### config.mk
export PLATFORM = sky130hd
export DESIGN_NAME = mul_div_unit_flat
export DESIGN_NICKNAME = d
export VERILOG_FILES = /design/src/rtl/mul_div_unit_if.sv /design/src/rtl/mul_div_unit.sv /design/src/flat_wrapper.sv
export SDC_FILE = /design/constraint.sdc
export NUM_CORES = 1
export LEC_CHECK = 0
export ABC_AREA = 0
export BUFFER_PORTS_ARGS = -buffer_cell sky130_fd_sc_hd__buf_2
export CORE_ASPECT_RATIO = 1.5
export CORE_MARGIN = 10
export CORE_UTILIZATION = 45
export DETAILED_ROUTE_END_ITERATION = 8
export PLACE_DENSITY_LB_ADDON = 0.25
export SETUP_SLACK_MARGIN = 0.15
export SLEW_MARGIN = 20
export SYNTH_ARGS = -nofsm -noshare
export SYNTH_HDL_FRONTEND = slang
export SYNTH_SLANG_ARGS = --single-unit
### constraint.sdc
create_clock -name clk -period 8.2 [get_ports clk]
set_input_delay 0.82 -clock clk [delete_from_list [all_inputs] [get_ports clk]]
set_output_delay 0.82 -clock clk [all_outputs]
set_load 0.02 [all_outputs]
### src/rtl/mul_div_unit_if.sv
// Operand/result bundle between the control unit and the multiply/divide unit.
// The master drives start/op/a/b; the unit (slave) returns the Z registers and status.
interface mul_div_unit_if #(
  parameter int WIDTH = 32
);
  logic             start;
  logic             op;
  logic [WIDTH-1:0] a;
  logic [WIDTH-1:0] b;
  logic [WIDTH-1:0] zhi;
  logic [WIDTH-1:0] zlo;
  logic             busy;
  logic             done;
  logic             div_by_zero;

  modport master (
    output start, op, a, b,
    input  zhi, zlo, busy, done, div_by_zero
  );

  modport slave (
    input  start, op, a, b,
    output zhi, zlo, busy, done, div_by_zero
  );
endinterface

### src/rtl/mul_div_unit.sv
// Multi-cycle signed multiply (Booth radix-2) / divide (restoring, sign fix-up) unit.
// One bit per clock; a result lands in Zhi/Zlo 33 edges after start is captured.
module mul_div_unit #(
  parameter int WIDTH = 32
) (
  input  logic           clk,
  input  logic           clr,
  mul_div_unit_if.slave  bus
);

  localparam int CW = $clog2(WIDTH);

  typedef enum logic [1:0] {
    S_IDLE,
    S_RUN,
    S_FINISH
  } state_t;

  state_t             r_state;
  logic [CW-1:0]      r_cnt;
  logic               r_op;
  logic [WIDTH-1:0]   r_a;
  logic [WIDTH-1:0]   r_b_mag;
  logic               r_b_neg;
  logic               r_b_zero;
  // MUL: {P_hi (WIDTH+1), P_lo (WIDTH), q-1}; DIV: {R (WIDTH+1), Q (WIDTH), unused}
  logic [2*WIDTH+1:0] r_acc;
  logic [WIDTH-1:0]   r_zhi;
  logic [WIDTH-1:0]   r_zlo;
  logic               r_busy;
  logic               r_done;
  logic               r_dz;

  logic [WIDTH-1:0]   w_a_mag;
  logic [WIDTH-1:0]   w_b_mag;
  logic [WIDTH:0]     w_hi;
  logic [WIDTH:0]     w_a_ext;
  logic [WIDTH:0]     w_sum;
  logic [2*WIDTH+1:0] w_mul_next;
  logic [WIDTH:0]     w_rsh;
  logic [WIDTH:0]     w_diff;
  logic [2*WIDTH+1:0] w_div_next;
  logic [WIDTH-1:0]   w_q;
  logic [WIDTH-1:0]   w_r;

  assign w_a_mag = bus.a[WIDTH-1] ? (~bus.a + 1'b1) : bus.a;
  assign w_b_mag = bus.b[WIDTH-1] ? (~bus.b + 1'b1) : bus.b;

  // Booth step: the extra P_hi bit keeps a = -2^(WIDTH-1) from overflowing.
  assign w_hi    = r_acc[2*WIDTH+1:WIDTH+1];
  assign w_a_ext = {r_a[WIDTH-1], r_a};

  always_comb begin
    w_sum = w_hi;
    case (r_acc[1:0])
      2'b01:   w_sum = w_hi + w_a_ext;
      2'b10:   w_sum = w_hi - w_a_ext;
      default: w_sum = w_hi;
    endcase
  end

  assign w_mul_next = {w_sum[WIDTH], w_sum, r_acc[WIDTH:1]};

  // Restoring step: shift {R,Q} left, keep the trial difference when it is non-negative.
  assign w_rsh      = {r_acc[2*WIDTH:WIDTH+1], r_acc[WIDTH]};
  assign w_diff     = w_rsh - {1'b0, r_b_mag};
  assign w_div_next = w_diff[WIDTH] ? {w_rsh,  r_acc[WIDTH-1:1], 1'b0, 1'b0}
                                    : {w_diff, r_acc[WIDTH-1:1], 1'b1, 1'b0};

  // Both modes leave the 2*WIDTH-bit result in the same slice of the accumulator.
  assign w_r = r_acc[2*WIDTH:WIDTH+1];
  assign w_q = r_acc[WIDTH:1];

  // NOTE: every register here, including the datapath, is reset so zhi/zlo read 0 after clr.
  always_ff @(posedge clk or posedge clr) begin
    if (clr) begin
      r_state  <= S_IDLE;
      r_cnt    <= '0;
      r_op     <= 1'b0;
      r_a      <= '0;
      r_b_mag  <= '0;
      r_b_neg  <= 1'b0;
      r_b_zero <= 1'b0;
      r_acc    <= '0;
      r_zhi    <= '0;
      r_zlo    <= '0;
      r_busy   <= 1'b0;
      r_done   <= 1'b0;
      r_dz     <= 1'b0;
    end else begin
      r_done <= 1'b0;
      r_dz   <= 1'b0;
      case (r_state)
        S_IDLE: begin
          if (bus.start) begin
            r_op     <= bus.op;
            r_a      <= bus.a;
            r_b_mag  <= w_b_mag;
            r_b_neg  <= bus.b[WIDTH-1];
            r_b_zero <= (bus.b == '0);
            r_acc    <= bus.op ? {{(WIDTH+1){1'b0}}, w_a_mag, 1'b0}
                               : {{(WIDTH+1){1'b0}}, bus.b, 1'b0};
            r_cnt    <= CW'(WIDTH - 1);
            r_busy   <= 1'b1;
            r_state  <= S_RUN;
          end
        end
        S_RUN: begin
          r_acc <= r_op ? w_div_next : w_mul_next;
          if (r_cnt == '0) begin
            r_state <= S_FINISH;
          end else begin
            r_cnt <= r_cnt - 1'b1;
          end
        end
        S_FINISH: begin
          if (!r_op) begin
            r_zhi <= w_r;
            r_zlo <= w_q;
          end else if (r_b_zero) begin
            r_zhi <= r_a;
            r_zlo <= '0;
            r_dz  <= 1'b1;
          end else begin
            // Quotient sign from the operand signs; remainder follows the dividend.
            r_zlo <= (r_a[WIDTH-1] ^ r_b_neg) ? (~w_q + 1'b1) : w_q;
            r_zhi <= r_a[WIDTH-1] ? (~w_r + 1'b1) : w_r;
          end
          r_done  <= 1'b1;
          r_busy  <= 1'b0;
          r_state <= S_IDLE;
        end
        default: r_state <= S_IDLE;
      endcase
    end
  end

  assign bus.zhi         = r_zhi;
  assign bus.zlo         = r_zlo;
  assign bus.busy        = r_busy;
  assign bus.done        = r_done;
  assign bus.div_by_zero = r_dz;

endmodule
### src/flat_wrapper.sv
// flat-port wrapper written by rule: the top's interface ports become plain ports
module mul_div_unit_flat 
#(
  parameter int WIDTH = 32
)
  (clk, clr, bus_start, bus_op, bus_a, bus_b, bus_zhi, bus_zlo, bus_busy, bus_done, bus_div_by_zero);
  mul_div_unit_if #(.WIDTH(WIDTH)) bus_i ();
  input  logic clk;
  input  logic clr;
  input wire logic [$bits(bus_i.start)-1:0] bus_start;
  input wire logic [$bits(bus_i.op)-1:0] bus_op;
  input wire logic [$bits(bus_i.a)-1:0] bus_a;
  input wire logic [$bits(bus_i.b)-1:0] bus_b;
  output wire logic [$bits(bus_i.zhi)-1:0] bus_zhi;
  output wire logic [$bits(bus_i.zlo)-1:0] bus_zlo;
  output wire logic [$bits(bus_i.busy)-1:0] bus_busy;
  output wire logic [$bits(bus_i.done)-1:0] bus_done;
  output wire logic [$bits(bus_i.div_by_zero)-1:0] bus_div_by_zero;
  assign bus_i.start = bus_start;
  assign bus_i.op = bus_op;
  assign bus_i.a = bus_a;
  assign bus_i.b = bus_b;
  assign bus_zhi = bus_i.zhi;
  assign bus_zlo = bus_i.zlo;
  assign bus_busy = bus_i.busy;
  assign bus_done = bus_i.done;
  assign bus_div_by_zero = bus_i.div_by_zero;
  mul_div_unit #(.WIDTH(WIDTH)) u_core (.clk(clk), .clr(clr), .bus(bus_i));
endmodule
==> results of run 1 <==
[stage by stage]
step	std cells	utilization [%]
floorplan	2053	-
global placement	2555	48.0
detailed placement	2555	48.0
CTS	2598	50.2
global route	2599	50.3
finish	2599	50.3
[per-layer routing]
metal,up-vias,global-route usage (%),part of all wire (%)
met4,6,22.2,9.0
li1,7459,-,-
met5,-,0,0.054
met3,218,4.54,6.0
met2,642,48.1,50
met1,7691,28.5,35
[final cells by class]
type / instances / area share, %
Clock buffer: 31 / 3.77
Clock inverter: 12 / 0.675
Inverter: 96 / 2.05
Multi-Input combinational cell: 1618 / 56.5
Sequential cell: 207 / 28.9
Tap cell: 478 / 3.33
Timing Repair Buffer: 157 / 4.80
[path summary, 6_finish.rpt]
| path | startpoint | slack (ps) | end | depth (start not counted) |
|---|---|---|---|---|
| min | clr | 440 | u_core.bus.zlo[4]$_DFFE_PP0P_ | 2 |
| min in group clk | u_core.bus.zhi[21]$_DFFE_PP0P_ | 470 | u_core.bus.zhi[21]$_DFFE_PP0P_ | 2 |
| max in group asynchronous | clr | 6420 | u_core.r_op$_DFFE_PP0P_ | 4 |
| max reg2reg | u_core.r_a[1]$_DFFE_PP0P_ | 3190 | u_core.r_acc[65]$_DFFE_PP0P_ | 15 |
| min reg2reg | u_core.bus.zhi[21]$_DFFE_PP0P_ | 470 | u_core.bus.zhi[21]$_DFFE_PP0P_ | 2 |
| max | u_core.r_a[1]$_DFFE_PP0P_ | 3190 | u_core.r_acc[65]$_DFFE_PP0P_ | 15 |
[layout by cell type (no fill, tap or decap), types with 7 or more instances in the layout]
master     count
nor4_1        16
nand2b_1      10
o22a_1        17
ha_1          73
o21ai_1       28
a211oi_1      41
nand3_1       26
buf_2        134
nand4_1        8
nor2_1       139
xnor2_1       81
o21a_1        10
or3_1          8
mux2i_1       44
nor3_1        53
o31ai_1       30
xor2_1        99
inv_1         91
o21ai_0      192
a21oi_1      176
dfrtp_1      205
a22o_1         9
a21o_1        28
nand2_1      310
or4_1         20
a32oi_1        7
o41ai_1       17
a31oi_1       20
o211ai_1      19
o22ai_1       13
a22oi_1        7
a221oi_1      18
buf_4         22
nor2b_1        8
clkbuf_16     25
[critical path, cell delays in order (launching register included)]
cell and delay (ps):
dfrtp_1 390, inv_1 110, ha_1 200, or3b_2 480, nor4_2 610, a31oi_1 250
xnor2_1 180, ha_1 410, nand4_1 180, a2111oi_0 750, nor3b_1 170, o31a_1 350
xor2_1 300, or4_1 160, nand2_1 70, a221o_1 270
[kinds of logic (layout without fill, tap and decap cells)]
kind of cell,Yosys count,in the layout
AO/OA/AOI/OAI,678,678
XOR/XNOR,180,180
adder cells (fa/ha/maj),75,75
buffers and inverters,228,296
flip-flops,207,207
multiplexers,49,49
AND/OR/NAND/NOR,636,636
[flip-flops by register name, summed over array words and instances (netlist names), 2 cells and up]
signal          flops
u_core.r_acc       66
u_core.bus.zhi     32
u_core.bus.zlo     32
u_core.r_a         32
u_core.r_b_mag     32
u_core.r_cnt        5
u_core.r_state      2
==> metrics.txt, run 1 <==
status=complete, no violations; Top-Level Pins=135; DRC errors left=0; syn nets=2,196; Hold-fix buffers, CTS=0; Synth Area in Compound Gates=about a quarter; crit path kind=reg -> reg; Hold Vio Cnt, Final=0; type of the worst min-delay path=in -> async; row cnt=85; fill count=3,603; Mean Syn Cell Area=7.88 µm²; number of CTS-inserted buffers=24; synthesized cell area=16,200 µm²; PnR worst setup slack=3190 ps; Slew HR=a little under a third; CP Max Fanout=7; layout cells sized above 1=between 10% and 20%; Final min period=5010 ps; top cells by count, synth=nand2_1, dfrtp_1, o21ai_0, a21oi_1, nor2_1; Worst-Margin Slew=1040 ps; Iteration-0 DRC Markers=1,348; Total Routing Usage GR=roughly 27%; number of flops mapped to enable cells by yosys=0; CTS Root Cell=clkbuf_16; port bufs=134; worst skew pair latency=540 ps; Synth async-reset ratio=100%; Die X=between 150 and 200 µm; Max-Cap Viols=0; number of synthesized register bits=207; GP Congestion=between 1 and 1.5; vias in the first global route=around 16,000; count leader, synth=nand2_1; top_reg_cell synth=dfrtp_1; global-route wire length before repair=94.8 mm; Mapped Cells=2,053; Min Hold Slack=440 ps; CTS HTree Levels=1; Setup crit end kind=flip-flop; Post-CTS Setup Inserts=0; largest family of logic cells by synthesized area=compound AO/OA/AOI/OAI gates; pre-CTS setup slack=2960 ps; Sink Count=a little over 200; Critical Path AT=5430 ps; sequential cell area=5180 µm²; register area share after synthesis=32.0%; nets=between 2,000 and 2,500; CP Launch Type=flip-flop; RSZ-0062 raised after global routing=false; Synth Area in XOR/XNOR=9.75%; post-synth top area share=32.0%; CTS tree=done; DRT Pass-1 Iters=5; clock slew at reported path FFs=~70 ps; final setup vio count=0; Die H=approximately 250 µm; WL per Instance=roughly 24 µm; fmax=between 0.15 and 0.2 GHz; Syn. warnings=0; adder-cell share of the synthesized area=5.90%; fin crit share=61.1%; vias post-DR=~16,000; max-slew violations=0; ANT cells=0; initial antenna violation count=3; CTS Buffer Depth=3; Starting Density=between 40% and 50%; Area growth syn-to-layout=11.1%; Distinct cells, synth=75; post-route ant nets=0; Synth area leaders=dfrtp_1, nand2_1, o21ai_0; Required @ worst endpoint=8620 ps; Yosys top cell by area=dfrtp_1; Clock Skew=16.5 ps; total gr overflow=0; Multi-input gate area=10,200 µm²; TNS Setup=0 ps; simple-gate area share of the yosys netlist=17.8%; Final Instance Area=18,000 µm²; post-CTS sizing=0; Core Area=35,700 µm²; mux cell area share after synthesis=3.07%; largest net degree at the start of global routing=134; dpl cell area=17,100 µm²; wirelength, routed=~62 mm; HPWL after detailed placement=47.3 mm; Via density=6.16; Die Area=44,100 µm²
Power of run 1 is left out: the tool's default activity adds up to more than one toggle a clock period on the data nets, which glitch-free logic cannot reach.
==> run 2: changes to the inputs <==
Clock period 8.2 ns to 5 ns, I/O delays scaled along.
==> metrics.txt, run 2 (synthesis results as in run 1) <==
PnR worst setup slack=473 ps (-2720 ps); non-filler cells, final=2,626 (+1.0%); post-route ant nets=0 (unchanged); fmax=0.221 GHz (+11%); nets=2,273 (+1.2%); Slew HR=37.8% (+7.4 points); global-route wire length before repair=95.2 mm (+0.36%); Setup crit end kind=flip-flop; CTS Root Cell=clkbuf_16; Placed Cells=2,582 (+1.1%); crit path kind=reg -> reg; fin crit share=90.5% (+29 points); final setup vio count=0 (unchanged); Die H=252 µm (unchanged); layout cells sized above 1=12.1% (+1.2 points); pre-CTS setup slack=423 ps (-2530 ps); crit-path leading delay family=compound AO/OA/AOI/OAI gates; Area growth syn-to-layout=12.5%; reg-to-reg slack, setup=470 ps (-2720 ps); CTS tree=done; Min Hold Slack=56.2 ps (-384 ps); DRT Pass-1 Iters=6 (+1); total gr overflow=0 (unchanged); post-CTS sizing=0 (unchanged); Final min period=4530 ps (-481 ps); CP Launch Type=flip-flop; Die X=175 µm (unchanged); Biggest register=u_core.r_acc; Hold-fix buffers, CTS=0 (unchanged); Worst Reg-to-Reg Cells=16 (+1); Crit-path slowest cell=or4_1; Sink Count=207 (unchanged); Max-Cap Viols=0 (unchanged); GP Congestion=1.02 (-1.7%); row cnt=85 (unchanged); reg-to-reg endpoint=u_core.r_acc[63]$_DFFE_PP0P_; Largest register FFs=66 (unchanged); HPWL after detailed placement=48.6 mm (+2.7%); critical path, cell by cell=or4_1, nor4_1, buf_4, nand3_1, nand2_1, o21ai_0, xnor2_1, ha_1, nand2_1, o21ai_0, o31ai_1, a21oi_1, a211o_1, a311oi_1, mux2i_1, a21oi_1; number of CTS-inserted buffers=23 (-4.2%); CP Max Fanout=8 (+1); RSZ-0062 raised after global routing=false; Core Area=35,700 µm² (unchanged); DRC errors left=0 (unchanged); WP buf/inv=1 (unchanged); Post-CTS Setup Inserts=0 (unchanged); max-slew violations=0 (unchanged); leading cell type in the layout, fill and taps excluded=nand2_1; worst skew pair latency=540 ps (about the same); Top-Level Pins=135 (unchanged); TNS Setup=0 ps (unchanged); CTS HTree Levels=1 (unchanged); Clock Skew=22.5 ps (+6.00 ps); Die Area=44,100 µm² (unchanged); R2R Path Start=u_core.r_a[7]$_DFFE_PP0P_; Starting Density=45.3% (unchanged); worst setup path startpoint=u_core.r_a[7]$_DFFE_PP0P_; Required @ worst endpoint=5400 ps (-3220 ps); clock slew at reported path FFs=70 ps (about the same); initial antenna violation count=3 (unchanged); Worst-Margin Slew=925 ps (-112 ps); Total Routing Usage GR=27.7% (+0.25 points); type of the worst min-delay path=in -> async; wirelength, routed=63.0 mm (+0.96%); most frequent cells in the layout=nand2_1, dfrtp_1, o21ai_0, a21oi_1, nor2_1; WL per Instance=24.0 µm (about the same); Via density=6.12 (-0.67%); vias in the first global route=16,000 (+0.13%); largest net degree at the start of global routing=132 (-1.5%); CP peak stage delay=620 ps (-130 ps); port bufs=134 (unchanged); fill count=3,584 (-0.53%); Critical Path AT=4930 ps (-500 ps); Hold Vio Cnt, Final=0 (unchanged); status=complete, no violations; vias post-DR=16,100 (+0.36%); Iteration-0 DRC Markers=1,298 (-3.7%); CTS Buffer Depth=3 (unchanged)
## run 2: cell types whose count changed in the layout (fill, tap and decap cells not counted), sizes merged
cell	before	now
clkinv	10	6
diode	0	2
clkinvlp	3	4
clkbuf	31	32
buf	157	184
## run 2: worst max-delay path by stage
stage	to	slack, ps	cells after the start
final	u_core.r_acc[63]$_DFFE_PP0P_	470	16
after global routing	u_core.r_acc[64]$_DFFE_PP0P_	150	16
after CTS	u_core.r_acc[64]$_DFFE_PP0P_	410	17
after detailed placement	u_core.r_acc[64]$_DFFE_PP0P_	420	17
after global placement	u_core.r_acc[64]$_DFFE_PP0P_	450	17
after floorplan	u_core.r_acc[65]$_DFFE_PP0P_	760	16
## run 2: routing by layer
metal | vias up | wire, µm | GRT usage, %
met5 | - | 12 | 0
met4 | 2 | 5720 | 22.0
met3 | 227 | 3030 | 3.81
met2 | 601 | 31700 | 49.2
met1 | 7738 | 22600 | 28.8
li1 | 7506 | - | -
## run 2: per-stage QoR
step | instance area, µm² | util [%]
floorplan | 16200 | -
global placement | 17400 | 48.6
detailed placement | 17400 | 48.6
CTS | 18100 | 50.8
global route | 18200 | 50.9
finish | 18200 | 50.9
## run 2: layout make-up
cell class | instances | area (µm²) | area share (%)
multi-input cells | 1618 | 10200 | 55.9
flip-flops and latches | 207 | 5180 | 28.5
repair buffers | 184 | 1090 | 6.00
clock buffers | 32 | 669 | 3.68
well taps | 478 | 598 | 3.29
inverters | 96 | 364 | 2.00
clock inverters | 9 | 106 | 0.585
diodes | 2 | 5.00 | 0.0275
Power of run 2 is left out for the same reason.
